==> config.mk <==
export PLATFORM = sky130hd
export DESIGN_NAME = mem_wb_stage
export DESIGN_NICKNAME = d
export VERILOG_FILES = /design/src/rtl/mem_wb_stage.sv
export SDC_FILE = /design/constraint.sdc
export NUM_CORES = 1
export LEC_CHECK = 0
export ABC_AREA = 1
export CAP_MARGIN = 20
export CORE_MARGIN = 5
export CORE_UTILIZATION = 47
export DETAILED_ROUTE_END_ITERATION = 8
export GPL_ROUTABILITY_DRIVEN = 0
export MAX_ROUTING_LAYER = met4
export PLACE_DENSITY_LB_ADDON = 0.3
export SLEW_MARGIN = 15
export SYNTH_ARGS = -nofsm -noshare
export SYNTH_HDL_FRONTEND = slang
export SYNTH_SLANG_ARGS = --single-unit
==> constraint.sdc <==
create_clock -name clk -period 2.2 [get_ports clk]
set_input_delay 0.33 -clock clk [delete_from_list [all_inputs] [get_ports clk]]
set_output_delay 0.33 -clock clk [all_outputs]
set_load 0.05 [all_outputs]
==> src/rtl/mem_wb_stage.sv <==
// mem_wb_stage: MEM stage with req/ack data-memory access and MEM/WB pipeline register.
// Stalls upstream while an aligned load/store is outstanding; aborts after MAX_WAIT cycles.
module mem_wb_stage #(
    parameter int MAX_WAIT = 255
) (
    input  logic        clk,
    input  logic        rst,
    input  logic        en,
    input  logic        valid_in,
    input  logic [31:0] pc_in,
    input  logic [31:0] alu_res_in,
    input  logic [31:0] data_rt_in,
    input  logic [4:0]  regw_addr_in,
    input  logic        wb_wen_in,
    input  logic        mem_ren_in,
    input  logic        mem_wen_in,
    input  logic [1:0]  mem_size_in,
    input  logic        mem_sext_in,
    output logic        dmem_req,
    output logic        dmem_we,
    output logic [31:0] dmem_addr,
    output logic [3:0]  dmem_be,
    output logic [31:0] dmem_wdata,
    input  logic        dmem_ack,
    input  logic [31:0] dmem_rdata,
    output logic        stall_out,
    output logic        valid_out,
    output logic [31:0] pc_out,
    output logic [31:0] wb_data_out,
    output logic [4:0]  regw_addr_out,
    output logic        wb_wen_out,
    output logic        align_err_out,
    output logic        bus_err_out
);
    localparam int CW = $clog2(MAX_WAIT + 1);
    typedef enum logic [1:0] {IDLE, WAIT, DONE} state_t;
    state_t state, state_nx;
    logic [CW-1:0] wait_cnt;
    logic [31:0] rbuf, rd, ld, wdata_nx;
    logic [15:0] lh;
    logic [7:0] lb;
    logic [3:0] be_nx;
    logic mop, mis, amop, go, timeout, stall;
    always_comb begin
        mop = valid_in & (mem_ren_in | mem_wen_in);
        mis = mem_size_in == 2'b00 ? 1'b0 : mem_size_in == 2'b01 ? alu_res_in[0] : |alu_res_in[1:0];
        amop = mop & ~mis;
        go = state == IDLE & amop & en;
        timeout = state == WAIT & ~dmem_ack & wait_cnt == CW'(MAX_WAIT - 1);
        stall = amop & ~((state == WAIT & dmem_ack) | state == DONE | timeout);
        stall_out = rst & stall;
        state_nx = state == IDLE ? (go ? WAIT : IDLE)
                 : state == WAIT ? (dmem_ack ? (en ? IDLE : DONE) : timeout ? IDLE : WAIT)
                 : (en ? IDLE : DONE);
        // Data acked while held lives in rbuf until the enabled capture edge
        rd = state == DONE ? rbuf : dmem_rdata;
        lb = rd[{alu_res_in[1:0], 3'b000} +: 8];
        lh = alu_res_in[1] ? rd[31:16] : rd[15:0];
        ld = mem_size_in == 2'b00 ? {{24{mem_sext_in & lb[7]}}, lb}
           : mem_size_in == 2'b01 ? {{16{mem_sext_in & lh[15]}}, lh} : rd;
        be_nx = mem_size_in == 2'b00 ? 4'b0001 << alu_res_in[1:0]
              : mem_size_in == 2'b01 ? (alu_res_in[1] ? 4'b1100 : 4'b0011) : 4'b1111;
        wdata_nx = mem_size_in == 2'b00 ? {4{data_rt_in[7:0]}}
                 : mem_size_in == 2'b01 ? {2{data_rt_in[15:0]}} : data_rt_in;
    end
    always_ff @(posedge clk or negedge rst) begin
        if (!rst) begin
            state <= IDLE;
            wait_cnt <= '0;
            rbuf <= '0;
            dmem_req <= 1'b0;
            dmem_we <= 1'b0;
            dmem_addr <= '0;
            dmem_be <= '0;
            dmem_wdata <= '0;
        end else begin
            state <= state_nx;
            wait_cnt <= go ? '0 : (state == WAIT & ~dmem_ack) ? wait_cnt + CW'(1) : wait_cnt;
            if (state == WAIT & dmem_ack & ~en)
                rbuf <= dmem_rdata;
            if (go) begin
                dmem_req <= 1'b1;
                dmem_we <= mem_wen_in;
                dmem_addr <= {alu_res_in[31:2], 2'b00};
                dmem_be <= be_nx;
                dmem_wdata <= wdata_nx;
            end else if (state == WAIT & (dmem_ack | timeout)) begin
                dmem_req <= 1'b0;
                dmem_we <= 1'b0;
                dmem_addr <= '0;
                dmem_be <= '0;
                dmem_wdata <= '0;
            end
        end
    end
    always_ff @(posedge clk or negedge rst) begin
        if (!rst) begin
            valid_out <= 1'b0;
            pc_out <= '0;
            wb_data_out <= '0;
            regw_addr_out <= '0;
            wb_wen_out <= 1'b0;
            align_err_out <= 1'b0;
            bus_err_out <= 1'b0;
        end else if (en) begin
            if (stall) begin
                valid_out <= 1'b0;
                wb_wen_out <= 1'b0;
                align_err_out <= 1'b0;
                bus_err_out <= 1'b0;
            end else begin
                valid_out <= valid_in;
                pc_out <= pc_in;
                regw_addr_out <= regw_addr_in;
                wb_data_out <= mem_ren_in ? ld : alu_res_in;
                align_err_out <= mop & mis;
                bus_err_out <= timeout;
                wb_wen_out <= wb_wen_in & valid_in & ~(mop & mis) & ~timeout;
            end
        end
    end
endmodule
==> impl_results.md <==
* Status: completed
* EDFF count, synth at 0
* Vias in the first global route at approximately 8400
* Hpwl dp at ~21 mm
* Final setup viols at 0
* Largest net degree at the start of global routing at 184
* Worst hold slack at about 0.073 ns
* Actual slew at the worst max-slew pin at between 1 and 1.5 ns
* Fin. Hold Viols at 0
* Netlist Area Pre-Place at slightly above 9000 um2
* Max transition margin at 30.6%
* Full die area at 22200 um2
* Post-layout min period at a little over 2 ns
* Top cell type's share of synthesized area at 50.4%
* Root Driver: clkbuf_16
* Max-cap violations at 0
* Seq/Total Area, Yosys at about half
* Unique cell type count in the Yosys netlist at 33
* Power Dens Cells at 1000 nW/um2
* TritonCTS Buffers at 17
* GR Overflow Total at 0
* Worst min-delay path class: input port to asynchronous set/reset pin
* Initial core utilization at between 40 and 50%
* CP Data Arrival Time at between 1.5 and 2 ns
* Syn Area/Cell at 7.52 um2
* Synth async-reset ratio at 100%
* First DRT Iteration DRCs at 785
* Max Clock Skew at around 0.010 ns
* Worst path max stage delay at around 0.41 ns
* Startpoint Class: flip-flop
* Reg clk slew, reported paths at roughly 0.070 ns
* Area leader, netlist: dfrtp_1
* Worst-Skew Late Latency at around 0.43 ns
* Routed len/inst at about 16 um
* Worst R2R End: wb_data_out[26]$_DFFE_PN0P_
* GR Util All Layers at a little over a quarter
* Synth Register Bits at 183
* Core Footprint at between 15000 and 20000 um2
* Synthesized instance count at 1209
* Max VDD drop at between 0.5 and 0.6 mV
* DIE HEIGHT at about 150 um
* Tcrit/Tclk final at between 90% and 100%
* Post-CTS Hold Buffers at 0
* Synth-to-layout area growth at 41.6%
* Max frequency at 0.488 GHz
* FP Rows at 50
* Antenna violations before repair at 0
* H-tree lvl count at 4
* Synth warn at 0
* Most frequent cells after synthesis: nand2_1 (424), dfrtp_1 (183), inv_1 (138)
* Sum Neg Setup Slack at 0 ns
* Num ports at 288
* # diodes at 0
* WL final at ~29 mm
* Worst path most repeated cell: nand3_2
* Flop pwr share at 36.1%
* Drt drc at 0
* RSZ-0062 raised after global routing: false
* Vias at 8800
* CTS sink count at approximately 180
* Nets@finish at approximately 1600
* Max clock buf depth at 2
* Critical path type: flip-flop to output pin
* Combinational fraction of design power at 40.6%
* Net switching power at between 5 and 6 mW
* Slew Limit Fails at 0
* Synth Flop Type: dfrtp_1
* CP required at between 1.5 and 2 ns
* Cell-internal power at ~7.6 mW
* Most frequent cell after synthesis: nand2_1
* RR Startpoint: state[0]$_DFF_PN0_
* Slowest stage cell, crit path: dfrtp_1
* TritonCTS clock tree: yes
* FF-to-FF path depth at 9
* Via density at 5.01
* Worst-path cell chain: inv_1 > ha_1 > nand2_1 > nor2_1 > nand3_2 > nand3_2 > nor2_2 > buf_12
* DR pass1 iterations at 6
* R2r setup slk at 0.26 ns
* Crit Path Max Fanout at 3
* Clock power share at about a quarter
* Final ANT Viol Nets at 0
* Leakage at 6.25 nW
* Layout cell share with drive strength beyond 1 at just under 7%
* I/O Buffers at between 200 and 300
* Synth top area cells: dfrtp_1 (50%), nand2_1 (18%), o21ai_0 (6.1%)
* Chip Width at 149 um
* Critical Path End Type: output pin
* Switching part of the total power at between 40% and 50%
* Global-route wire length before repair at between 40 and 50 mm
## area by class of cell
cell class / instances / area (um2)
Sequential cell: 183 / 4580
Multi-Input combinational cell: 814 / 3610
Clock inverter: 12 / 119
Timing Repair Buffer: 321 / 3230
Fill cell: 1583 / 6020
Inverter: 146 / 548
Clock buffer: 19 / 453
Tap cell: 260 / 325
## cells in the final DEF, fill, tap and decap left out, types with 2 or more instances in the layout
| cell | netlist | final |
|---|---|---|
| nand2_1 | 424 | 423 |
| clkdlybuf4s50_1 | 0 | 282 |
| dfrtp_1 | 183 | 182 |
| inv_1 | 138 | 138 |
| o21ai_0 | 111 | 110 |
| nor2_1 | 100 | 99 |
| nand3_1 | 55 | 54 |
| a21oi_1 | 40 | 40 |
| buf_4 | 14 | 28 |
| o21ai_1 | 24 | 25 |
| clkbuf_16 | 0 | 17 |
| o22ai_1 | 13 | 13 |
| buf_12 | 0 | 9 |
| inv_2 | 7 | 7 |
| o21bai_1 | 7 | 7 |
| mux2_2 | 7 | 7 |
| nand3_2 | 4 | 5 |
| nor3_1 | 5 | 5 |
| nor2_4 | 4 | 4 |
| nor2_2 | 3 | 4 |
| clkinv_4 | 0 | 4 |
| o211ai_1 | 3 | 3 |
| clkbuf_8 | 0 | 3 |
| clkinvlp_4 | 0 | 3 |
| inv_6 | 0 | 3 |
| nand2_2 | 2 | 2 |
| nand3b_1 | 2 | 2 |
| ha_1 | 2 | 2 |
| conb_1 | 1 | 2 |
## what timing repair did
action                     in CTS  in global routing
pin swaps                       0                  1
cloned                          0                  0
setup buffers                   0                  1
gates resized for setup         1                  3
hold endpoints to repair        0                  0
setup endpoints to repair       1                 18
## critical path: cells and delay by family (launching register included)
family / cells / cell delay (ns)
AND/OR/NAND/NOR: 5 / 0.48
flip-flops: 1 / 0.41
buffers and inverters: 2 / 0.24
adder cells (fa/ha/maj): 1 / 0.16
## metal layers
| metal | vias up | GRT usage (%) | routed length, um | share of wire [%] |
|---|---|---|---|---|
| met1 | 4099 | 35.0 | 12400 | 43 |
| met3 | 57 | 4.68 | 1860 | 6.5 |
| met5 | - | - | 0 | 0 |
| li1 | 4304 | - | - | - |
| met2 | 340 | 40.4 | 13500 | 47 |
| met4 | 0 | 9.38 | 883 | 3.1 |
## worst max-delay path by stage
stage | to | cells after the start | start
2_1_floorplan | stall_out | 8 | alu_res_in[1]
3_3_place_gp | wb_data_out[6]$_DFFE_PN0P_ | 11 | alu_res_in[1]
3_5_place_dp | wb_data_out[26]$_DFFE_PN0P_ | 8 | alu_res_in[1]
4_1_cts | stall_out | 8 | wait_cnt[0]$_DFFE_PN0P_
5_1_grt | stall_out | 8 | wait_cnt[0]$_DFFE_PN0P_
6_report | stall_out | 8 | wait_cnt[0]$_DFFE_PN0P_
## kinds of logic (layout without fill, tap and decap cells)
family | after synthesis | in the layout | synth area share (%)
and+or+nand+nor | 602 | 602 | 26.7
buffers and inverters | 213 | 498 | 10.1
AOI/OAI and AO/OA | 200 | 200 | 11.5
DFF | 183 | 183 | 50.4
muxes | 7 | 7 | 0.867
adders and majority gates | 2 | 2 | 0.275
other | 1 | 2 | 0.0412
xor gates and xnor gates | 1 | 1 | 0.0963
## sequential cells by signal, indices dropped and copies added (netlist names), 2 cells and up
| signal | cells |
|---|---|
| wait_cnt | 8 |
| rbuf | 32 |
| dmem_wdata | 32 |
| regw_addr_out | 5 |
| dmem_be | 4 |
| dmem_addr | 30 |
| state | 2 |
| pc_out | 32 |
| wb_data_out | 32 |
## power groups by stage
| stage | sequential, mW | combinational [mW] | clock (mW) |
|---|---|---|---|
| floorplan | 6.64 | 1.26 | 0 |
| global placement | 4.67 | 5.16 | 0 |
| detailed placement | 4.70 | 5.24 | 0 |
| CTS | 4.64 | 5.25 | 3.04 |
| global route | 4.76 | 5.56 | 3.18 |
| finish | 4.65 | 5.23 | 3.00 |
## per-stage QoR
step                      util [%]  area [um2]  worst slack (ns)  total power, mW  instances
after global placement        65.0       12300            0.0297             9.83       1723
after CTS                     68.1       12900           0.00243             12.9       1754
after floorplan                  -        9100             0.269             7.90       1210
after detailed placement      65.0       12300           0.00532             9.94       1723
final                         68.1       12900             0.150             12.9       1755
after global routing          68.1       12900           0.00900             13.5       1755
(Power assumes the default switching activity.)
